[config.mk]
export PLATFORM = sky130hd
export DESIGN_NAME = fifo_rd_port
export DESIGN_NICKNAME = d
export VERILOG_FILES = /design/src/rtl/fifo_rd_port.sv
export SDC_FILE = /design/constraint.sdc
export NUM_CORES = 1
export LEC_CHECK = 0
export ABC_AREA = 1
export ABC_CLOCK_PERIOD_IN_PS = 3800
export CAP_MARGIN = 20
export CORE_MARGIN = 4
export CORE_UTILIZATION = 44
export DETAILED_ROUTE_END_ITERATION = 8
export GPL_TIMING_DRIVEN = 0
export MAX_ROUTING_LAYER = met4
export PLACE_DENSITY = 0.76
export SYNTH_ARGS = -nofsm -noshare
export SYNTH_HDL_FRONTEND = slang
export SYNTH_SLANG_ARGS = --single-unit
[constraint.sdc]
create_clock -name rd_clk -period 3.8 [get_ports rd_clk]
set_clock_uncertainty 0.05 [all_clocks]
set_input_delay 1.14 -clock rd_clk [delete_from_list [all_inputs] [get_ports rd_clk]]
set_output_delay 1.14 -clock rd_clk [all_outputs]
set_load 0.02 [all_outputs]
[src/rtl/fifo_rd_port.sv]
// Read-side controller of the asynchronous FIFO. It owns the read pointer, synchronizes the
// write-side Gray pointer, derives empty/level and presents popped words on a valid/ready stage.
module fifo_rd_port #(
   parameter int Data_Width = 8,
   parameter int Addr_Width = 8
) (
   input  logic                  rd_clk,
   input  logic                  rd_rstn,
   input  logic [Addr_Width:0]   wr_ptr_gray,
   input  logic [Data_Width-1:0] mem_data,
   input  logic                  dout_ready,
   output logic [Addr_Width:0]   rd_addr,
   output logic [Addr_Width:0]   rd_ptr_gray,
   output logic                  rd_en,
   output logic                  empty,
   output logic [Addr_Width:0]   level,
   output logic [Data_Width-1:0] dout,
   output logic                  dout_valid
);

   localparam int Ptr_Width = Addr_Width + 1;

   logic [Addr_Width:0] wq1;
   logic [Addr_Width:0] wq2;
   logic [Addr_Width:0] rd_bin;
   logic [Addr_Width:0] next_bin;
   logic [Addr_Width:0] next_gray;
   logic [Addr_Width:0] wr_bin_sync;
   logic                pop;

   function automatic logic [Addr_Width:0] gray2bin(input logic [Addr_Width:0] g);
      logic [Addr_Width:0] b;
      b[Addr_Width] = g[Addr_Width];
      for (int i = Addr_Width - 1; i >= 0; i--) begin
         b[i] = b[i+1] ^ g[i];
      end
      return b;
   endfunction

   // A held word blocks the pop until downstream takes it, so dout never changes under stall.
   assign pop         = !empty && (!dout_valid || dout_ready);
   assign rd_en       = pop;
   assign next_bin    = rd_bin + Ptr_Width'(pop);
   assign next_gray   = next_bin ^ (next_bin >> 1);
   assign wr_bin_sync = gray2bin(wq2);
   assign level       = wr_bin_sync - rd_bin;
   assign rd_addr     = rd_bin;

   always_ff @(posedge rd_clk or negedge rd_rstn) begin
      if (!rd_rstn) begin
         wq1         <= '0;
         wq2         <= '0;
         rd_bin      <= '0;
         rd_ptr_gray <= '0;
         empty       <= 1'b1;
         dout        <= '0;
         dout_valid  <= 1'b0;
      end else begin
         wq1         <= wr_ptr_gray;
         wq2         <= wq1;
         rd_bin      <= next_bin;
         rd_ptr_gray <= next_gray;
         // Compared against the synchronized pointer, so empty can only lag a write.
         empty       <= (next_gray == wq2);
         if (pop) begin
            dout       <= mem_data;
            dout_valid <= 1'b1;
         end else if (dout_ready) begin
            dout_valid <= 1'b0;
         end
      end
   end

endmodule

==> metrics.txt <==
status=complete, but fails checks; failing checks=setup timing; Vias=1808; number of DRC markers in iteration 0=87; Post-Layout Cell Count=394; Syn Area/Cell=8.86 um^2; area leader, netlist=dfrtp_1; Worst Setup Start Kind=flip-flop; CP max FO=4; final setup fails=7; synth top area cells=dfrtp_1 (49%), nand2_1 (13%), nand3_1 (6.9%); Detailed Place HPWL=3430 um; I/O Pins=58; Die Ht=79.5 um; sequential power share=0.263; fin crit period=4.53 ns; routability cong.=0.805; DP Area=2980 um^2; sequential cell area fraction in the yosys report=0.501; gr ovfl total=0; class of the worst hold path=reg2reg; TritonCTS clock tree=done; Die Span X=79.5 um; Routed Antenna Nets=0; Relative slew margins=0.704; largest buffer count on any clock path=2; setup tns final=-2.10 ns; hold path depth=0; Yosys reg bits=45; Area Overhead vs Synth=46.4%; ant diodes=0; Starting Density=0.464; CP Capture Type=primary output; clock latency at the later pin of the worst-skew pair=0.29 ns; share of cells above drive strength 1=0.275; Root Buffer=clkbuf_8; HP Start=wq1[5]; Worst path slowest cell=dfrtp_1; kind of critical path=reg2out; worst setup margin=-0.728 ns; RSZ-0062 raised after global routing=yes; clock sinks=45; fmax=221 MHz; Warnings, synthesis=0; Clock transition at path regs=0.07 ns; clock power share=0.132; R2R depth=15; Final Cell Area=3290 um^2; max incr delay on CP=0.42 ns; Hold-fix buffers, CTS=0; Post-Route WL=4640 um; post-DR wirelength/cell=11.8 um; Net Switching=1.11 mW; port buffer count=57; DRC=0; row count=25; TritonCTS buffer count=5; r2r startpoint=dout_valid; Internal Power=1.46 mW; core area=4850 um^2; area of the mapped netlist=2250 um^2; DR pass1 iterations=4; global-route wire length before repair=7890 um; FF-to-FF End=empty; Final #Nets=358; Lkg Pwr=1.61 nW; measured slew at the worst slew-check pin=0.442 ns; dpl ws=-0.970 ns; PwrDens=782 nW/um^2; filler cell count=400; R2R setup slack=1.25 ns; Max-Cap Viols=0; Post-Syn Instances=254; Gate power share=0.606; Placed Cells=379; fin crit share=1.19; Max VDD drop=0.338 mV; number of global-route vias before repair=1893; gr usage total=0.164; worst path required time=2.61 ns; initial antenna violation count=0; area of the die=6320 um^2; Synth top area share=0.489; final hold violations=0; Slew Limit Fails=0; H-tree depth=2; critical path data arrival time=3.34 ns; largest net degree at the start of global routing=36; Cell variety after synth=25; sw frac=0.433; WHS Endpoint=wq2[5]; via density per instance=4.59; WHS=0.300 ns; Net Count, Synth=285
## stage by stage
step,utilization,power (mW)
after floorplan,-,1.62
after global placement,0.611,2.16
after detailed placement,0.614,2.18
after CTS,0.663,2.55
after global routing,0.679,2.78
final,0.679,2.58
## cell families (layout without fill, tap and decap cells)
logic type / Yosys count / after routing / synth area share
xor+xnor: 15 / 15 / 0.0751
simple gates: 140 / 140 / 0.280
buf+inv: 35 / 108 / 0.0601
flops: 45 / 45 / 0.501
fa+ha+maj: 11 / 11 / 0.0645
compound gates: 8 / 8 / 0.0189
## final cells by class
type,instances,area [um^2],area share
buffer,1,7.51,0.00228
clock buffer,5,68.8,0.0209
clock inverter,2,35.0,0.0106
inverter,34,128,0.0387
multi-input combinational,174,1220,0.370
sequential,45,1130,0.343
tap,67,83.8,0.0254
timing repair buffer,66,624,0.190
## how the worst max path moves through the flow
stage,from,to,cells past startpoint,slack (ns)
finish,wq2[7],level[8],25,-0.73
global route,wq2[7],level[8],25,-1.02
CTS,wq2[7],level[8],27,-0.77
detailed placement,wq2[8],level[8],27,-0.97
global placement,wq2[8],level[8],27,-0.88
floorplan,wq2[7],level[8],26,-0.14
## worst max-delay path, delay by kind of cell, from the launching register on
family / cells / cell delay (ns)
fa+ha+maj: 2 / 0.51
compound gates: 1 / 0.06
simple gates: 18 / 1.64
buf+inv: 3 / 0.28
flops: 1 / 0.42
xor+xnor: 1 / 0.15
## registers in the layout, summed over array words and instances (netlist names)
signal,count
empty,1
rd_addr,9
rd_ptr_gray,8
wq2,9
dout_valid,1
wq1,9
dout,8
## cells in the final DEF (no fill, tap or decap), types with 2 or more instances in the layout
master	count
buf_2	2
buf_4	15
clkbuf_8	5
clkdlybuf4s50_1	46
dfrtp_1	43
dlygate4sd2_1	2
ha_1	8
inv_1	26
inv_2	8
nand2_1	69
nand2_2	12
nand2_4	5
nand3_1	15
nand3_2	11
nand3_4	7
nor2_1	12
nor2_2	3
nor3_2	2
o21ai_0	2
o21ai_1	2
xor2_1	8
xor2_2	6
## cells in the mapped netlist
cell type,count
nand2_1,77
dfrtp_1,44
nand3_1,31
inv_1,30
nor2_1,13
ha_1,10
xor2_1,10
nand2_2,9
inv_2,4
xor2_2,4
a21oi_1,3
o21ai_0,3
nand3_2,2
nor2_2,2
nor3_2,2
a21boi_0,1
buf_4,1
dfstp_2,1
fa_1,1
nand4_1,1
nor2_4,1
nor3_1,1
o21ai_1,1
or2_1,1
xnor2_2,1
## metal layers
layer	global-route usage	vias to the layer above	wire, um
met2	0.275	56	2250
met1	0.198	808	2070
met3	0.0384	8	261
met4	0.0481	0	56
li1	-	936	-
met5	-	-	0
## power by group through the flow
stage          clock network (mW)  logic [mW]  registers (mW)
2_1_floorplan                   0       0.823           0.801
3_3_place_gp                    0        1.48           0.681
3_5_place_dp                    0        1.50           0.683
4_1_cts                     0.352        1.52           0.675
5_1_grt                     0.375        1.71           0.692
6_report                    0.339        1.56           0.676
## timing repair
item	in CTS	in global routing
setup endpoints to repair	11	9
pin swaps	16	10
buffers inserted	8	0
resized for setup	63	17
(Power assumes the default switching activity.)
